--- src/rtl/image_capture_dma_pkg.sv ---
// Shared types and constants for the image capture DMA.
package image_capture_dma_pkg;

    localparam int DEFAULT_FIFO_DEPTH = 8;

    typedef enum logic [2:0] {
        IDLE,
        WAIT_FRAME,
        CAPTURE,
        DRAIN,
        DONE
    } state_t;

    // Byte enables for a word whose last valid byte sits in lane 0..3.
    localparam logic [3:0] BE_LANE0 = 4'b0001;
    localparam logic [3:0] BE_LANE1 = 4'b0011;
    localparam logic [3:0] BE_LANE2 = 4'b0111;
    localparam logic [3:0] BE_LANE3 = 4'b1111;

    function automatic logic [3:0] be_upto_lane(input logic [1:0] lane);
        case (lane)
            2'd0:    return BE_LANE0;
            2'd1:    return BE_LANE1;
            2'd2:    return BE_LANE2;
            default: return BE_LANE3;
        endcase
    endfunction

endpackage

--- src/rtl/image_capture_dma_if.sv ---
// Avalon-MM write-master bus between the capture DMA and memory.
interface image_capture_dma_if #(
    parameter int ADDR_W = 32
);
    logic [ADDR_W-1:0] avm_address;
    logic              avm_write;
    logic [31:0]       avm_writedata;
    logic [3:0]        avm_byteenable;
    logic              avm_waitrequest;

    modport master (
        output avm_address, avm_write, avm_writedata, avm_byteenable,
        input  avm_waitrequest
    );

    modport slave (
        input  avm_address, avm_write, avm_writedata, avm_byteenable,
        output avm_waitrequest
    );
endinterface

--- src/rtl/image_capture_dma_wr_fifo.sv ---
// First-word-fall-through FIFO holding {byteenable, data} words for the bus.
module capture_wr_fifo
    import image_capture_dma_pkg::*;
#(
    parameter int DEPTH = DEFAULT_FIFO_DEPTH,
    parameter int WIDTH = 36
) (
    input  logic             clk,
    input  logic             reset_n,
    input  logic             wr_en,
    input  logic [WIDTH-1:0] wr_data,
    input  logic             rd_en,
    output logic [WIDTH-1:0] rd_data,
    output logic             full,
    output logic             empty
);
    localparam int PTR_W = $clog2(DEPTH);

    logic [WIDTH-1:0] mem [DEPTH];
    logic [PTR_W-1:0] wr_ptr, rd_ptr;
    logic [PTR_W:0]   count;
    logic             do_wr, do_rd;

    assign do_wr   = wr_en && !full;
    assign do_rd   = rd_en && !empty;
    assign full    = (count == (PTR_W + 1)'(DEPTH));
    assign empty   = (count == '0);
    assign rd_data = mem[rd_ptr];

    // Storage array; written only, never cleared.
    // NOTE: the data array has no reset -- occupancy comes from count, so stale entries are never observed.
    always_ff @(posedge clk) begin
        if (do_wr) mem[wr_ptr] <= wr_data;
    end

    // Pointers and occupancy; a simultaneous push and pop leaves count unchanged.
    always_ff @(posedge clk or negedge reset_n) begin
        if (!reset_n) begin
            wr_ptr <= '0;
            rd_ptr <= '0;
            count  <= '0;
        end else begin
            if (do_wr) wr_ptr <= wr_ptr + 1'b1;
            if (do_rd) rd_ptr <= rd_ptr + 1'b1;
            case ({do_wr, do_rd})
                2'b10:   count <= count + 1'b1;
                2'b01:   count <= count - 1'b1;
                default: count <= count;
            endcase
        end
    end
endmodule

--- src/rtl/image_capture_dma.sv ---
// Packs an 8-bit pixel stream into 32-bit words and writes them to memory
// through an Avalon-MM master, starting at buff, for capture_imgsize bytes.
module image_capture_dma
    import image_capture_dma_pkg::*;
#(
    parameter int FIFO_DEPTH = DEFAULT_FIFO_DEPTH,
    parameter int ADDR_W     = 32
) (
    input  logic        clk,
    input  logic        reset_n,
    input  logic        start_capture,
    input  logic [23:0] capture_imgsize,
    input  logic [31:0] buff,
    output logic        image_captured,
    output logic        capture_standby,
    output logic        overflow,
    input  logic [7:0]  in_pix,
    input  logic        in_valid,
    input  logic        in_frame_valid,
    image_capture_dma_if.master avm
);
    state_t            state_q, state_d;
    logic              start_r1, start_r2, fv_q;
    logic              start_rise, fv_rise, fv_fall;
    logic [23:0]       remaining_q;
    logic [1:0]        lane_q;
    logic [31:0]       word_q, word_next;
    logic [ADDR_W-1:0] addr_q;
    logic              overflow_q;
    logic              start_go, pix_take, push_req;
    logic [3:0]        push_be;
    logic              fifo_full, fifo_empty, fifo_wr, bus_accept;
    logic [35:0]       fifo_rd_data;

    assign start_rise = start_r1 && !start_r2;
    assign fv_rise    = in_frame_valid && !fv_q;
    assign fv_fall    = !in_frame_valid && fv_q;

    // Edge-detection history for the start request and the frame strobe.
    always_ff @(posedge clk or negedge reset_n) begin
        if (!reset_n) begin
            start_r1 <= 1'b0;
            start_r2 <= 1'b0;
            fv_q     <= 1'b0;
        end else begin
            start_r1 <= start_capture;
            start_r2 <= start_r1;
            fv_q     <= in_frame_valid;
        end
    end

    // State register.
    // NOTE: all clocked state uses non-blocking assignment so every register samples pre-edge values.
    always_ff @(posedge clk or negedge reset_n) begin
        if (!reset_n) state_q <= IDLE;
        else          state_q <= state_d;
    end

    // Next state and per-cycle capture strobes.
    // NOTE: every output gets a default first so no path through the case can infer a latch.
    always_comb begin
        state_d  = state_q;
        start_go = 1'b0;
        pix_take = 1'b0;
        push_req = 1'b0;
        push_be  = BE_LANE3;
        case (state_q)
            IDLE: begin
                if (start_rise) begin
                    start_go = 1'b1;
                    state_d  = (capture_imgsize == 24'd0) ? DONE : WAIT_FRAME;
                end
            end
            WAIT_FRAME: begin
                if (fv_rise) state_d = CAPTURE;
            end
            CAPTURE: begin
                if (fv_fall) begin
                    // Frame ended early: flush whatever is partially packed.
                    push_req = (lane_q != 2'd0);
                    push_be  = be_upto_lane(lane_q - 2'd1);
                    state_d  = DRAIN;
                end else if (in_valid) begin
                    pix_take = 1'b1;
                    if (lane_q == 2'd3 || remaining_q == 24'd1) begin
                        push_req = 1'b1;
                        push_be  = be_upto_lane(lane_q);
                    end
                    if (remaining_q == 24'd1) state_d = DRAIN;
                end
            end
            DRAIN: begin
                if (fifo_empty) state_d = DONE;
            end
            DONE:    state_d = IDLE;
            default: state_d = IDLE;
        endcase
    end

    // Insert the incoming pixel into its byte lane; a dropped pixel leaves the word untouched.
    always_comb begin
        word_next = word_q;
        if (pix_take && !fifo_full) word_next[{lane_q, 3'b000} +: 8] = in_pix;
    end

    // Capture datapath: byte counter, packing register, address and overflow flag.
    always_ff @(posedge clk or negedge reset_n) begin
        if (!reset_n) begin
            addr_q      <= '0;
            remaining_q <= '0;
            lane_q      <= '0;
            word_q      <= '0;
            overflow_q  <= 1'b0;
        end else if (start_go) begin
            addr_q      <= ADDR_W'(buff & 32'hFFFF_FFFC);
            remaining_q <= capture_imgsize;
            lane_q      <= '0;
            word_q      <= '0;
            overflow_q  <= 1'b0;
        end else begin
            // Dropped pixels still advance the count so the end point stays fixed.
            if (pix_take) begin
                remaining_q <= remaining_q - 24'd1;
                lane_q      <= lane_q + 2'd1;
            end
            if (push_req)      word_q <= '0;
            else if (pix_take) word_q <= word_next;
            if ((pix_take || push_req) && fifo_full) overflow_q <= 1'b1;
            if (bus_accept) addr_q <= addr_q + ADDR_W'(4);
        end
    end

    assign fifo_wr    = push_req && !fifo_full;
    assign bus_accept = !fifo_empty && !avm.avm_waitrequest;

    capture_wr_fifo #(
        .DEPTH (FIFO_DEPTH),
        .WIDTH (36)
    ) u_wr_fifo (
        .clk     (clk),
        .reset_n (reset_n),
        .wr_en   (fifo_wr),
        .wr_data ({push_be, word_next}),
        .rd_en   (bus_accept),
        .rd_data (fifo_rd_data),
        .full    (fifo_full),
        .empty   (fifo_empty)
    );

    assign avm.avm_write      = !fifo_empty;
    assign avm.avm_address    = addr_q;
    assign avm.avm_writedata  = fifo_empty ? 32'd0 : fifo_rd_data[31:0];
    assign avm.avm_byteenable = fifo_empty ? 4'd0  : fifo_rd_data[35:32];

    assign image_captured  = (state_q == DONE);
    assign capture_standby = (state_q == IDLE);
    assign overflow        = overflow_q;
endmodule

--- src/flat_wrapper.sv ---
// flat-port wrapper written by rule: the top's interface ports become plain ports
module image_capture_dma_flat import image_capture_dma_pkg::*;
#(
    parameter int FIFO_DEPTH = DEFAULT_FIFO_DEPTH,
    parameter int ADDR_W     = 32
)
  (clk, reset_n, start_capture, capture_imgsize, buff, image_captured, capture_standby, overflow, in_pix, in_valid, in_frame_valid, avm_avm_address, avm_avm_write, avm_avm_writedata, avm_avm_byteenable, avm_avm_waitrequest);
  image_capture_dma_if #(.ADDR_W(ADDR_W)) avm_i ();
  input  logic clk;
  input  logic reset_n;
  input  logic start_capture;
  input  logic [23:0] capture_imgsize;
  input  logic [31:0] buff;
  output logic image_captured;
  output logic capture_standby;
  output logic overflow;
  input  logic [7:0] in_pix;
  input  logic in_valid;
  input  logic in_frame_valid;
  output wire logic [$bits(avm_i.avm_address)-1:0] avm_avm_address;
  output wire logic [$bits(avm_i.avm_write)-1:0] avm_avm_write;
  output wire logic [$bits(avm_i.avm_writedata)-1:0] avm_avm_writedata;
  output wire logic [$bits(avm_i.avm_byteenable)-1:0] avm_avm_byteenable;
  input wire logic [$bits(avm_i.avm_waitrequest)-1:0] avm_avm_waitrequest;
  assign avm_avm_address = avm_i.avm_address;
  assign avm_avm_write = avm_i.avm_write;
  assign avm_avm_writedata = avm_i.avm_writedata;
  assign avm_avm_byteenable = avm_i.avm_byteenable;
  assign avm_i.avm_waitrequest = avm_avm_waitrequest;
  image_capture_dma #(.FIFO_DEPTH(FIFO_DEPTH), .ADDR_W(ADDR_W)) u_core (.clk(clk), .reset_n(reset_n), .start_capture(start_capture), .capture_imgsize(capture_imgsize), .buff(buff), .image_captured(image_captured), .capture_standby(capture_standby), .overflow(overflow), .in_pix(in_pix), .in_valid(in_valid), .in_frame_valid(in_frame_valid), .avm(avm_i));
endmodule
--- config.mk ---
export PLATFORM = sky130hd
export DESIGN_NAME = image_capture_dma_flat
export DESIGN_NICKNAME = d
export VERILOG_FILES = /design/src/rtl/image_capture_dma_pkg.sv /design/src/rtl/image_capture_dma_if.sv /design/src/rtl/image_capture_dma_wr_fifo.sv /design/src/rtl/image_capture_dma.sv /design/src/flat_wrapper.sv
export SDC_FILE = /design/constraint.sdc
export NUM_CORES = 1
export LEC_CHECK = 0
export CORE_ASPECT_RATIO = 0.6
export CORE_MARGIN = 2
export CORE_UTILIZATION = 50
export CTS_CLUSTER_SIZE = 12
export DETAILED_ROUTE_END_ITERATION = 6
export GPL_TIMING_DRIVEN = 0
export PLACE_DENSITY = 0.71
export SLEW_MARGIN = 20
export SYNTH_ARGS = -nofsm -noshare
export SYNTH_HDL_FRONTEND = slang
export SYNTH_SLANG_ARGS = --single-unit
export TNS_END_PERCENT = 30
--- constraint.sdc ---
create_clock -name clk -period 6.9 [get_ports clk]
set_input_delay 1.035 -clock clk [delete_from_list [all_inputs] [get_ports clk]]
set_output_delay 1.035 -clock clk [all_outputs]
set_load 0.01 [all_outputs]
==> results of run 1 <==
==> worst min-delay path by stage <==
stage	start	end	slack, ps	depth (start not counted)
2_1_floorplan	u_core.start_r1	u_core.start_r2	370	0
6_report	reset_n	u_core.remaining_q[10]	400	1
3_5_place_dp	u_core.start_r1	u_core.start_r2	390	0
4_1_cts	reset_n	u_core.remaining_q[10]	400	1
5_1_grt	reset_n	u_core.remaining_q[10]	420	1
3_3_place_gp	u_core.start_r1	u_core.start_r2	380	0
==> routing by layer <==
metal / GRT usage (%) / vias to the layer above / share of wire, % / wire length, um
met3: 4.14 / 74 / 7.9 / 3190
met1: 37.0 / 5337 / 46 / 18500
met2: 36.0 / 482 / 44 / 18000
met5: 0 / - / 0 / 0
met4: 6.61 / 0 / 2.0 / 803
li1: - / 4677 / - / -
==> placed cells by master (no fill, tap or decap), types with 16 or more instances in the layout <==
cell             Yosys  layout
mux2i_1             36      36
and3_1              16      16
buf_6                2      22
a32o_1              16      16
nand3_1             17      17
a22o_1              24      24
o21ai_0             50      49
clkdlybuf4s50_1      0     136
buf_4                3      18
dfrtp_1            105     105
mux4_2              70      70
nand4_1             16      16
clkbuf_16            0      40
nand2_1            112     112
nor2_1              60      60
clkbuf_1            39      63
edfxtp_1           280     280
xor2_1              24      24
==> report_power, final <==
part / total [mW] / switching (mW) / internal, mW / leakage [nW]
sequential: 2.96 / 0.237 / 2.72 / 4.05
combinational: 2.44 / 1.30 / 1.15 / 2.65
clock: 2.05 / 0.855 / 1.19 / 0.584
total: 7.45 / 2.39 / 5.06 / 7.28
==> worst register-to-register path, delay by kind of cell, from the launching register on <==
family	cells	cell delay (ps)
compound gates	1	80
buf+inv	6	1320
simple gates	4	2080
flops	1	410
==> cell families after synthesis <==
| family | synth area share (%) |
|---|---|
| DFF | 66.7 |
| xor gates and xnor gates | 2.01 |
| AOI/OAI and AO/OA | 6.94 |
| adders and majority gates | 1.14 |
| and+or+nand+nor | 9.29 |
| muxes | 12.0 |
| buffers and inverters | 1.86 |
| other | 0.0227 |
==> sequential cells by signal (all words and copies together), names as in the netlist <==
name / cells
u_core.avm.avm_address: 30
u_core.fv_q: 1
u_core.lane_q: 2
u_core.overflow: 1
u_core.remaining_q: 24
u_core.start_r1: 1
u_core.start_r2: 1
u_core.state_q: 3
u_core.u_wr_fifo.count: 4
u_core.u_wr_fifo.mem: 280
u_core.u_wr_fifo.rd_ptr: 3
u_core.u_wr_fifo.wr_ptr: 3
u_core.word_q: 32
==> cell type report <==
cell class	count	area, um^2
Timing Repair Buffer	179	1760
Multi-Input combinational cell	624	5260
Clock buffer	67	1130
Clock inverter	5	88.8
Tap cell	424	531
Fill cell	2367	12400
Buffer	63	268
Sequential cell	385	11000
Inverter	11	41.3
==> per-stage QoR <==
stage	area (um^2)	power, mW	setup WS, ps	setup TNS (ps)	util (%)
2_1_floorplan	16500	4.40	1080	0	-
3_3_place_gp	18400	5.35	-3110	-292100	56.8
3_5_place_dp	18900	5.43	2440	0	58.1
4_1_cts	20100	7.49	2020	0	61.9
5_1_grt	20100	7.83	1850	0	61.9
6_report	20100	7.45	2070	0	61.9
==> flow_metrics.tcl, run 1 <==
set metrics [dict create \
    grt_usage_pct 24.2 \
    crit_buf_inv 4 \
    startpoint "u_core.u_wr_fifo.count[1]" \
    yosys.area.top_type "edfxtp_1" \
    r2r_slack_ps 2720 \
    setup_viol 0 \
    routedWlPerCell_um 23.1 \
    worst_ir_drop_vdd_uv 200 \
    dp_cells 1686 \
    hold_viol_final 0 \
    vias 10600 \
    cp.arrival_ps 3800 \
    ys_ff_latch 385 \
    clockBufferDepth 3 \
    path_delay_family "buffers and inverters" \
    netlist_area_um2 16500 \
    slowest_stage "clkbuf_1" \
    required_ps 5860 \
    min_period_ps 4830 \
    drtIter0Drc 1088 \
    die-area_um2 34600 \
    cp-start-kind "register" \
    grt_max_degree 68 \
    core_um2 32500 \
    ys.flop_type "edfxtp_1" \
    worstPathCellList "clkbuf_1, nor4_1, clkbuf_1, buf_1, nor2_1, clkdlybuf4s50_1" \
    drtPass1Iterations 5 \
    yosysSeqAreaShare_pct 66.7 \
    period_share_pct 70.0 \
    slowest_delay_ps 820 \
    grt-ovfl-total 0 \
    post_cts_buffers 0 \
    ys.warnings.count 0 \
    clock_tree.root_cell "clkbuf_16" \
    ant_nets 0 \
    whs_ps 398 \
    synth_commonest_cells "280 x edfxtp_1, 112 x nand2_1, 105 x dfrtp_1" \
    cts_hold_buf 0 \
    synth_edf_count 280 \
    syn_inst 1082 \
    antenna_found_initial 0 \
    fin_skew_ps 20.3 \
    drt-total-wl_um 40500 \
    clkSlewWorstSetupHoldPaths_ps 60 \
    synthDistinctLibCells 66 \
    status "finished clean" \
    io_buffer_count 137 \
    cts_max_level 2 \
    critPathKind "reg2out" \
    clkLatencyLatePin_ps 540 \
    power_density_nw_per_um2 370 \
    syn_to_final_growth_pct 21.7 \
    hp-class "in2async" \
    cp.depth 6 \
    drv_slew 0 \
    yosysMostFrequentCell "edfxtp_1" \
    synth.area.top_cells "edfxtp_1 51%, dfrtp_1 16%, mux4_2 9.5%" \
    grt_pass1_wl_um 62500 \
    yosys.area.top_type_share_pct 50.9 \
    crit_path_end_kind "primary output" \
    routabilityCongestion 0.877 \
    insertedDiodeCount 0 \
    cts_resized 0 \
    cts_made_buffers 39 \
    drc 0 \
    rsz0062_at_grt "false" \
    crit_fanout 10 \
    rows 51 \
    max_freq_mhz 207 \
    vias_per_cell 6.01 \
    r2r_cells 11 \
    ios 142 \
    leakagePower_nw 7.28 \
    relSlewSlack_pct 25.1 \
    die_w_um 239 \
    nets 1388 \
    layout.cells.non_filler 1758 \
    start_util_pct 50.9 \
    cts_tree "done" \
    cpMostUsedCell "clkbuf_1" \
    cap_viol_max_count 0 \
    drive_gt1_share_pct 14.5 \
    grt_pass1_vias 10500 \
    async_flop_share_pct 27.3 \
    r2r_end "u_core.u_wr_fifo.mem[0][8]" \
    avgSynthCellArea_um2 15.3 \
    worst_pin_slew_ps 1110 \
    cts_sinks 385 \
    die_h_um 145 \
    r2r_start "u_core.remaining_q[10]" \
    crit_end "avm_avm_writedata[4]" \
    hpwl_um 28300 \
]
No activity file was read; power rests on OpenSTA's default activity.
==> run 2, diff against run 1 <==
==> constraint.sdc (replaced) <==
create_clock -name clk -period 4.75 [get_ports clk]
set_input_delay 0.7125 -clock clk [delete_from_list [all_inputs] [get_ports clk]]
set_output_delay 0.7125 -clock clk [all_outputs]
set_load 0.01 [all_outputs]
==> results of run 2 <==
The final DEF is identical to that of run 1. Status: finished clean.
Main changes from that run: setup slack after placement 2440 ps -> 608 ps; setup slack after layout 2070 ps -> 242 ps; hold slack 398 ps -> 76.0 ps; register-to-register setup slack 2720 ps -> 570 ps; total power 7.45 mW -> 10.8 mW; worst IR drop on VDD 200 uV -> 290 uV
